## config.mk

```make
export PLATFORM = sky130hd
export DESIGN_NAME = input_conditioner_flat
export DESIGN_NICKNAME = d
export VERILOG_FILES = /design/src/rtl/input_cond_pkg.sv /design/src/rtl/input_conditioner_if.sv /design/src/rtl/input_cond_channel.sv /design/src/rtl/input_conditioner.sv /design/src/flat_wrapper.sv
export SDC_FILE = /design/constraint.sdc
export NUM_CORES = 1
export LEC_CHECK = 0
export CAP_MARGIN = 25
export CELL_PAD_IN_SITES_DETAIL_PLACEMENT = 1
export CELL_PAD_IN_SITES_GLOBAL_PLACEMENT = 1
export CORE_UTILIZATION = 33
export CTS_BUF_LIST = sky130_fd_sc_hd__clkbuf_4 sky130_fd_sc_hd__clkbuf_8
export DETAILED_ROUTE_END_ITERATION = 8
export HOLD_SLACK_MARGIN = 0.15
export PLACE_DENSITY = 0.77
export SKIP_LAST_GASP = 1
export SYNTH_ARGS = -nofsm -noshare
export SYNTH_HDL_FRONTEND = slang
export SYNTH_HIERARCHICAL = 1
export SYNTH_SLANG_ARGS = --single-unit
```

## constraint.sdc

```tcl
create_clock -name Clock -period 0.8 [get_ports Clock]
set_input_delay 0.16 -clock Clock [delete_from_list [all_inputs] [get_ports Clock]]
set_output_delay 0.16 -clock Clock [all_outputs]
set_load 0.02 [all_outputs]
```

## src/rtl/input_cond_pkg.sv

```systemverilog
// Shared constants for the input conditioner: default sizing, channel
// assignments on the pad ring and the default debounce mask.
package input_cond_pkg;

  localparam int DEF_CHANNELS        = 4;
  localparam int DEF_SYNC_STAGES     = 2;
  localparam int DEF_DEBOUNCE_CYCLES = 16;

  // Channel positions of the physical inputs.
  localparam int CH_FORK  = 0;
  localparam int CH_CRANK = 1;
  localparam int CH_TRIP  = 2;
  localparam int CH_MODE  = 3;

  // Buttons (trip, mode) bounce and are debounced; the sensors are not.
  // Held at the maximum channel width so any CHANNELS can slice it.
  localparam logic [15:0] DEF_DEBOUNCE_MASK = 16'h000C;

endpackage

```

## src/rtl/input_conditioner_if.sv

```systemverilog
// Bus between the pad ring (master) and the input conditioner (slave).
// nIn is raw, active-low and asynchronous; the rest is in the core domain.
interface input_conditioner_if #(
  parameter int CHANNELS = 4
);
  logic [CHANNELS-1:0] nIn;
  logic [CHANNELS-1:0] Active;
  logic [CHANNELS-1:0] Press;
  logic [CHANNELS-1:0] Release;

  modport master (output nIn, input Active, input Press, input Release);
  modport slave  (input nIn, output Active, output Press, output Release);
endinterface

```

## src/rtl/input_cond_channel.sv

```systemverilog
// One conditioner channel: synchroniser chain, optional debounce counter,
// and registered press/release pulses aligned with the Active change.
module input_cond_channel #(
  parameter int SYNC_STAGES     = 2,
  parameter int DEBOUNCE_CYCLES = 16,
  parameter bit DEBOUNCE        = 1'b0
) (
  input  logic clk,
  input  logic rst_n,
  input  logic n_in,
  output logic active,
  output logic press,
  output logic release_pulse
);

  if (SYNC_STAGES < 2) begin : g_bad_sync
    $error("SYNC_STAGES must be at least 2");
  end
  if (DEBOUNCE_CYCLES < 2) begin : g_bad_debounce
    $error("DEBOUNCE_CYCLES must be at least 2");
  end

  logic [SYNC_STAGES-1:0] sync_q;
  logic [SYNC_STAGES-1:0] sync_d;
  logic                   s;
  logic                   active_q;
  logic                   active_d;
  logic                   press_q;
  logic                   press_d;
  logic                   release_q;
  logic                   release_d;

  // Shift the raw pad level into the synchroniser chain.
  always_comb begin
    sync_d = {sync_q[SYNC_STAGES-2:0], n_in};
  end

  // Chain resets to the inactive (high) level so reset exit is pulse-free.
  always_ff @(posedge clk or negedge rst_n) begin
    if (!rst_n) begin
      sync_q <= '1;
    end else begin
      sync_q <= sync_d;
    end
  end

  assign s = ~sync_q[SYNC_STAGES-1];

  if (DEBOUNCE) begin : g_debounce
    localparam int             CW       = $clog2(DEBOUNCE_CYCLES);
    localparam logic [CW-1:0]  CNT_LAST = CW'(DEBOUNCE_CYCLES - 1);

    logic [CW-1:0] cnt_q;
    logic [CW-1:0] cnt_d;

    // Any cycle agreeing with Active restarts the stability count.
    always_comb begin
      cnt_d    = '0;
      active_d = active_q;
      if (s != active_q) begin
        if (cnt_q == CNT_LAST) begin
          active_d = s;
        end else begin
          cnt_d = cnt_q + 1'b1;
        end
      end
    end

    // Stability counter register.
    always_ff @(posedge clk or negedge rst_n) begin
      if (!rst_n) begin
        cnt_q <= '0;
      end else begin
        cnt_q <= cnt_d;
      end
    end
  end else begin : g_pass
    // Pass-through: Active follows the synchronised level every cycle.
    always_comb begin
      active_d = s;
    end
  end

  // Pulses are computed from the next Active so they appear with it.
  always_comb begin
    press_d   = active_d & ~active_q;
    release_d = ~active_d & active_q;
  end

  // Output registers for level and edge pulses.
  always_ff @(posedge clk or negedge rst_n) begin
    if (!rst_n) begin
      active_q  <= 1'b0;
      press_q   <= 1'b0;
      release_q <= 1'b0;
    end else begin
      active_q  <= active_d;
      press_q   <= press_d;
      release_q <= release_d;
    end
  end

  assign active        = active_q;
  assign press         = press_q;
  assign release_pulse = release_q;

endmodule

```

## src/rtl/input_conditioner.sv

```systemverilog
// Multi-channel conditioner for active-low asynchronous pad inputs.
// Define INPUT_COND_DEBOUNCE_EN to enable debouncing on channels selected
// by DEBOUNCE_MASK; without it every channel is pass-through.
module input_conditioner
  import input_cond_pkg::*;
#(
  parameter int                  CHANNELS        = DEF_CHANNELS,
  parameter int                  SYNC_STAGES     = DEF_SYNC_STAGES,
  parameter int                  DEBOUNCE_CYCLES = DEF_DEBOUNCE_CYCLES,
  parameter logic [CHANNELS-1:0] DEBOUNCE_MASK   = DEF_DEBOUNCE_MASK[CHANNELS-1:0]
) (
  input  logic                 Clock,
  input  logic                 nReset,
  input_conditioner_if.slave   bus
);

  if (CHANNELS < 1 || CHANNELS > 16) begin : g_bad_channels
    $error("CHANNELS must be in 1..16");
  end

`ifdef INPUT_COND_DEBOUNCE_EN
  localparam logic [CHANNELS-1:0] EFF_MASK = DEBOUNCE_MASK;
`else
  // Mask is ignored: all channels pass through, no counters exist.
  localparam logic [CHANNELS-1:0] EFF_MASK = DEBOUNCE_MASK & {CHANNELS{1'b0}};
`endif

  for (genvar gi = 0; gi < CHANNELS; gi++) begin : g_ch
    input_cond_channel #(
      .SYNC_STAGES     (SYNC_STAGES),
      .DEBOUNCE_CYCLES (DEBOUNCE_CYCLES),
      .DEBOUNCE        (EFF_MASK[gi])
    ) u_channel (
      .clk           (Clock),
      .rst_n         (nReset),
      .n_in          (bus.nIn[gi]),
      .active        (bus.Active[gi]),
      .press         (bus.Press[gi]),
      .release_pulse (bus.Release[gi])
    );
  end

endmodule

```

## src/flat_wrapper.sv

```systemverilog
// flat-port wrapper written by rule: the top's interface ports become plain ports
module input_conditioner_flat import input_cond_pkg::*;
#(
  parameter int                  CHANNELS        = DEF_CHANNELS,
  parameter int                  SYNC_STAGES     = DEF_SYNC_STAGES,
  parameter int                  DEBOUNCE_CYCLES = DEF_DEBOUNCE_CYCLES,
  parameter logic [CHANNELS-1:0] DEBOUNCE_MASK   = DEF_DEBOUNCE_MASK[CHANNELS-1:0]
)
  (Clock, nReset, bus_nIn, bus_Active, bus_Press, bus_Release);
  input_conditioner_if #(.CHANNELS(CHANNELS)) bus_i ();
  input  logic Clock;
  input  logic nReset;
  input wire logic [$bits(bus_i.nIn)-1:0] bus_nIn;
  output wire logic [$bits(bus_i.Active)-1:0] bus_Active;
  output wire logic [$bits(bus_i.Press)-1:0] bus_Press;
  output wire logic [$bits(bus_i.Release)-1:0] bus_Release;
  assign bus_i.nIn = bus_nIn;
  assign bus_Active = bus_i.Active;
  assign bus_Press = bus_i.Press;
  assign bus_Release = bus_i.Release;
  input_conditioner #(.CHANNELS(CHANNELS), .SYNC_STAGES(SYNC_STAGES), .DEBOUNCE_CYCLES(DEBOUNCE_CYCLES), .DEBOUNCE_MASK(DEBOUNCE_MASK)) u_core (.Clock(Clock), .nReset(nReset), .bus(bus_i));
endmodule
```

==> results.ini, run 1 <==
[grt]
met3_usage_pct=2.500
antenna_found_initial=0
overflow=0
grt_pass1_vias=349
met1_usage_pct=9.831
grt-busiest-layer=met2
grt_usage_pct=10.62
use_met2_pct=19.09
grt_max_degree=21
grt_pass1_wl_um=1359

[clock_tree]
root_buffer=clkbuf_4
cts_buffers=3
clkLatencyLatePin_ns=0.29
clk_path_buf_depth=2
cts.sinks=20
hold_buffers=0
htreeDepth=1
cts_tree=done
cts.clk_slew.worst_paths_ns=0.10

[power_and_ir_drop]
power.internal_w=0.001467
switching_power_w=0.0003911
totalPowerFinal_w=0.001858
p_leak_nw=0.4207
ir_drop_mv=1.184
p_per_area_mw_per_mm2=2149
seqPwrFrac_pct=59.5
power_frac_clock_pct=29.8
combPwrFrac_pct=10.7
switching_share_pct=21.05

[timing]
worstMarginPinSlew_ns=0.1089
fin_worst_skew_ns=0.0008464
rsz0062_at_grt=yes
holdWs_ns=0.1975
hold_viol=0
setup_viol=16
min_period_ns=1.002
slew_headroom_pct=92.72
period_share_pct=125.3
fin_ws_ns=-0.2023
fmax_mhz=997.7
drv_slew=0

[final_layout]
layout.nets=66
final_cells=75
stdcell_area_um2=864.6
antenna_cells=0
fill_cells=158
fin_util_pct=55.46
layout-drive-gt1-share_pct=50.85
area_delta_synth_final_pct=52.88

[drt]
drt_iter0_markers=5
route.detailed.drc=4
vias=314
viasPerCell=4.187
totalWireLength_um=836
drtAntennaViolNets=0
post_drt_wl_per_cell_um=11.15
first_pass_iters=6

[setup_path]
r2r-start=u_core/g_ch[1].u_channel/active$_DFF_PN0_
crit_type=flop to primary output
worst-path-buf-inv=1
cp_slowest_cell=dfrtp_1
required_ns=0.64
worst_setup_path_start_kind=flop
path_max_fanout=3
cp_cell_sequence=buf_6
crit_path_start=u_core/g_ch[2].u_channel/active$_DFF_PN0_
crit_family=flip-flops
max_stage_delay_ns=0.42
end_kind=primary output
arrival_ns=0.84

[logic_synthesis]
synth_top_area_share_pct=53.10
ys_ff_latch=20
postSynthAreaPerCell_um2=17.67
synth.distinct_cells=5
synth-seq-area-share_pct=90.27
synth_area_um2=565.5
synthCells=32
synth_nets=38
ys_warn_count=6
synthTopCellsByArea=dfrtp_1 (53%), dfstp_2 (37%), and2_1 (4.4%)
synth_top_cell_by_area=dfrtp_1

[outcome]
outcome=finished with violations
violations=design-rule violations, negative setup slack

[min_path]
hold_class=input pin to asynchronous set/reset pin

[floorplanning]
initial_utilization_pct=36.28
fp.dieArea_mm2=0.001883
io_pins=18
core_mm2=0.001559
die_w_um=43.40
die_height_um=43.40
rows=14

[place]
placed_cells=67
placed_cell_area_um2=783.3
place.gp.congestion=0.6341
port_buffers=17

[run]
max_cap_viol_count=0

[power by group through the flow]
stage	combinational, W	clock, W	sequential [W]
2_1_floorplan	0.0000133	0	0.00116
3_3_place_gp	0.000174	0	0.00112
3_5_place_dp	0.000179	0	0.00112
4_1_cts	0.000194	0.000592	0.00111
5_1_grt	0.000211	0.000621	0.00111
6_report	0.000198	0.000554	0.00111
[flip-flops by register name, summed over array words and instances (netlist names)]
signal	cells
u_core/g_ch.u_channel/release_pulse	4
u_core/g_ch.u_channel/sync_q	8
u_core/g_ch.u_channel/active	4
u_core/g_ch.u_channel/press	4
[area by class of cell]
| cell class | count | area, um^2 | share of cell area, % |
|---|---|---|---|
| clock buffers | 4 | 36.28 | 4.197 |
| repair buffers | 23 | 242.7 | 28.08 |
| flip-flops and latches | 20 | 510.5 | 59.04 |
| inverters | 4 | 15.01 | 1.737 |
| well taps | 16 | 20.02 | 2.315 |
| multi-input cells | 8 | 40.04 | 4.631 |
[worst reg2reg max path: stages, from the launching register on]
cell and delay [ns]:
dfrtp_1 0.40, buf_4 0.13, buf_4 0.12, and2_1 0.13
[cells in the mapped netlist, drive strengths merged]
| master | instances |
|---|---|
| nor2 | 4 |
| dfstp | 8 |
| and2 | 4 |
| dfrtp | 12 |
| inv | 4 |
[placed cells by master, fill, tap and decap left out, drive strengths merged]
master / netlist / layout
buf: 0 / 18
dfrtp: 12 / 12
dfstp: 8 / 8
clkdlybuf4s50: 0 / 5
nor2: 4 / 4
and2: 4 / 4
inv: 4 / 4
clkbuf: 0 / 4
[metal layers]
layer / part of all wire, % / vias to the layer above
met1: 37 / 154
li1: - / 148
met2: 59 / 12
met5: 0 / -
met3: 4.1 / 0
met4: 0 / 0
[cell families after synthesis]
kind of cell,Yosys count,synth area share (%)
flops,20,90.27
buf+inv,4,2.654
simple gates,8,7.078
[what timing repair did]
action / CTS / global route
endpoints found under the hold margin: 0 / 0
setup buffers: 2 / 2
gates resized for setup: 72 / 0
pin swaps: 0 / 0
endpoints found under the setup margin: 12 / 12
[stage by stage]
stage | setup TNS [ns] | worst slack, ns
detailed placement | -3.282 | -0.3149
global placement | -3.183 | -0.2974
global route | -2.849 | -0.2455
floorplan | 0 | 0.08548
finish | -2.274 | -0.2023
CTS | -2.320 | -0.2267
[path summary, 6_finish.rpt]
kind | to | slack [ns] | cells past startpoint
setup / recovery | bus_Active[2] | -0.20 | 1
hold / removal | u_core/g_ch[1].u_channel/active$_DFF_PN0_ | 0.20 | 2
setup reg to reg | u_core/g_ch[1].u_channel/release_pulse$_DFF_PN0_ | -0.09 | 3
hold reg to reg | u_core/g_ch[3].u_channel/sync_q[1]$_DFF_PN1_ | 0.36 | 0
max in group asynchronous | u_core/g_ch[3].u_channel/sync_q[1]$_DFF_PN1_ | 0.39 | 2
min in group Clock | u_core/g_ch[1].u_channel/sync_q[0]$_DFF_PN1_ | 0.26 | 1
No activity file was read; power rests on OpenSTA's default activity.
==> run 2: changes to the inputs <==
--- a/config.mk
+++ b/config.mk
@@ -8,6 +8,7 @@
 export CAP_MARGIN = 25
 export CELL_PAD_IN_SITES_DETAIL_PLACEMENT = 1
 export CELL_PAD_IN_SITES_GLOBAL_PLACEMENT = 1
+export CORE_MARGIN = 2
 export CORE_UTILIZATION = 33
 export CTS_BUF_LIST = sky130_fd_sc_hd__clkbuf_4 sky130_fd_sc_hd__clkbuf_8
 export DETAILED_ROUTE_END_ITERATION = 8
==> run 2 against run 1 <==
Against the previous run: the run ends with negative setup slack left; sequential share of layout area increased by 0.34 points; worst setup slack improved by 0.0070 ns; clock skew up 0.0055 ns; critical path depth stayed put; sequential power barely moved; fmax up 0.70%; routed wire length up 3.5%; sequential cell count unchanged; non-clock buffer count decreased by 1; critical endpoint is now bus_Active[0].
==> results.ini, run 2 (synthesized netlist as in run 1, its figures left out) <==
[timing]
fin_worst_skew_ns=0.006316  ; was 0.0008464 ns
slew_headroom_pct=92.01  ; was 92.72%
rsz0062_at_grt=yes  ; unchanged
drv_slew=0  ; unchanged
min_period_ns=0.9953  ; was 1.002 ns
period_share_pct=124.4  ; was 125.3%
holdWs_ns=0.1968  ; was 0.1975 ns
worstMarginPinSlew_ns=0.1195  ; was 0.1089 ns
fin_ws_ns=-0.1953  ; was -0.2023 ns
hold_viol=0  ; unchanged
fmax_mhz=1005  ; was 997.7 MHz
setup_viol=12  ; was 16

[setup_path]
crit_family=flip-flops  ; unchanged
end_kind=primary output  ; unchanged
arrival_ns=0.84  ; about the same
path_max_fanout=2  ; was 3
worst-path-buf-inv=1  ; unchanged
required_ns=0.64  ; about the same
cp_cell_sequence=buf_6  ; unchanged
cp_slowest_cell=dfrtp_1  ; unchanged
max_stage_delay_ns=0.40  ; was 0.42 ns
r2r_slack_ns=0.01  ; was -0.09 ns
worst_setup_path_start_kind=flop  ; unchanged
crit_type=flop to primary output  ; unchanged

[clock_tree]
cts_buffers=3  ; unchanged
root_buffer=clkbuf_4  ; unchanged
htreeDepth=1  ; unchanged
cts_tree=done  ; unchanged
cts.clk_slew.worst_paths_ns=0.11  ; was 0.10 ns
clk_path_buf_depth=2  ; unchanged
cts.sinks=20  ; unchanged
clkLatencyLatePin_ns=0.29  ; about the same

[drt]
drtAntennaViolNets=0  ; unchanged
totalWireLength_um=865  ; was 836 um
viasPerCell=4.243  ; was 4.187
post_drt_wl_per_cell_um=11.69  ; was 11.15 um
route.detailed.drc=0  ; was 4
drt_iter0_markers=2  ; was 5
first_pass_iters=2  ; was 6
vias=314  ; unchanged

[floorplanning]
io_pins=18  ; unchanged
fp.dieArea_mm2=0.002061  ; was 0.001883 mm^2
die_w_um=45.40  ; was 43.40 um
rows=14  ; unchanged
die_height_um=45.40  ; was 43.40 um
core_mm2=0.001559  ; unchanged
initial_utilization_pct=36.28  ; unchanged

[final_layout]
largest_register_ffs=8  ; unchanged
fill_cells=159  ; was 158
area_delta_synth_final_pct=51.99  ; was 52.88%
fin_util_pct=55.14  ; was 55.46%
layout-drive-gt1-share_pct=51.72  ; was 50.85%
antenna_cells=0  ; unchanged
mostFrequentLayoutCells=buf_6 (12), dfrtp_1 (12), dfstp_2 (8)  ; unchanged
stdcell_area_um2=859.6  ; was 864.6 um^2
layout.nets=65  ; was 66
regMostFlops=u_core/g_ch.u_channel/sync_q  ; unchanged

[power_and_ir_drop]
ir_drop_mv=1.104  ; was 1.184 mV
p_per_area_mw_per_mm2=2167  ; was 2149 mW/mm^2
p_leak_nw=0.4178  ; was 0.4207 nW
totalPowerFinal_w=0.001862  ; was 0.001858 W

[min_path]
hold_class=input pin to asynchronous set/reset pin  ; unchanged

[place]
placed_cell_area_um2=790.8  ; was 783.3 um^2
place.gp.congestion=0.5523  ; was 0.6341
port_buffers=17  ; unchanged

[grt]
grt_pass1_wl_um=1552  ; was 1359 um
overflow=0  ; unchanged
grt_max_degree=21  ; unchanged
grt_usage_pct=11.54  ; was 10.62%
grt_pass1_vias=339  ; was 349
antenna_found_initial=0  ; unchanged

[run]
max_cap_viol_count=0  ; unchanged

[outcome]
violations=negative setup slack  ; was design-rule violations, negative setup slack
outcome=finished with violations  ; unchanged

==> run 2: cell types whose count changed in the layout (fill, tap and decap cells not counted) <==
| cell | before | now |
|---|---|---|
| buf_4 | 5 | 4 |
| and2_1 | 4 | 3 |
| and2_4 | 0 | 1 |
==> run 2: per-stage QoR <==
step | setup WS, ns | cells | TNS, ns
floorplan | 0.08548 | 32 | 0
CTS | -0.2089 | 74 | -2.288
detailed placement | -0.3220 | 68 | -3.300
global route | -0.2418 | 74 | -2.677
finish | -0.1953 | 74 | -2.107
global placement | -0.3010 | 68 | -3.191
==> run 2: per-layer routing <==
layer  track usage [%]  part of all wire [%]  routed length [um]  vias to the layer above
met5                 0                     0                   0                        -
met4             7.059                   1.6                  14                        0
met3             4.762                   4.6                  40                        3
met2             17.18                    57                 495                       11
met1             13.87                    36                 314                      154
li1                  -                     -                   -                      146
==> run 2: final cells by class <==
| class | instances | area, um^2 | share of cell area (%) |
|---|---|---|---|
| clock buffer | 4 | 36.28 | 4.221 |
| tap | 16 | 20.02 | 2.329 |
| sequential | 20 | 510.5 | 59.39 |
| multi-input combinational | 8 | 42.54 | 4.949 |
| inverter | 4 | 15.01 | 1.747 |
| timing repair buffer | 22 | 235.2 | 27.37 |
==> run 2: repair_timing <==
action,CTS,global route
hold endpoints to repair,0,0
hold buffers,0,0
resized for setup,72,1
pin swaps,0,0
buffers inserted,2,1
setup endpoints to repair,12,16
==> run 2: power by group <==
group | internal, W | switching [W] | total, W
Clock | 0.000277 | 0.000282 | 0.000559
Sequential | 0.00108 | 0.0000272 | 0.00111
Combinational | 0.000111 | 0.0000867 | 0.000198
==> run 2: worst paths after layout <==
| kind | from | end | cells past startpoint |
|---|---|---|---|
| min | nReset | u_core/g_ch[0].u_channel/active$_DFF_PN0_ | 2 |
| min reg2reg | u_core/g_ch[0].u_channel/sync_q[0]$_DFF_PN1_ | u_core/g_ch[0].u_channel/sync_q[1]$_DFF_PN1_ | 0 |
| max in group asynchronous | nReset | u_core/g_ch[1].u_channel/sync_q[1]$_DFF_PN1_ | 2 |
| max | u_core/g_ch[0].u_channel/active$_DFF_PN0_ | bus_Active[0] | 1 |
| max reg2reg | u_core/g_ch[3].u_channel/active$_DFF_PN0_ | u_core/g_ch[3].u_channel/release_pulse$_DFF_PN0_ | 2 |
| min in group Clock | bus_nIn[0] | u_core/g_ch[0].u_channel/sync_q[0]$_DFF_PN1_ | 1 |
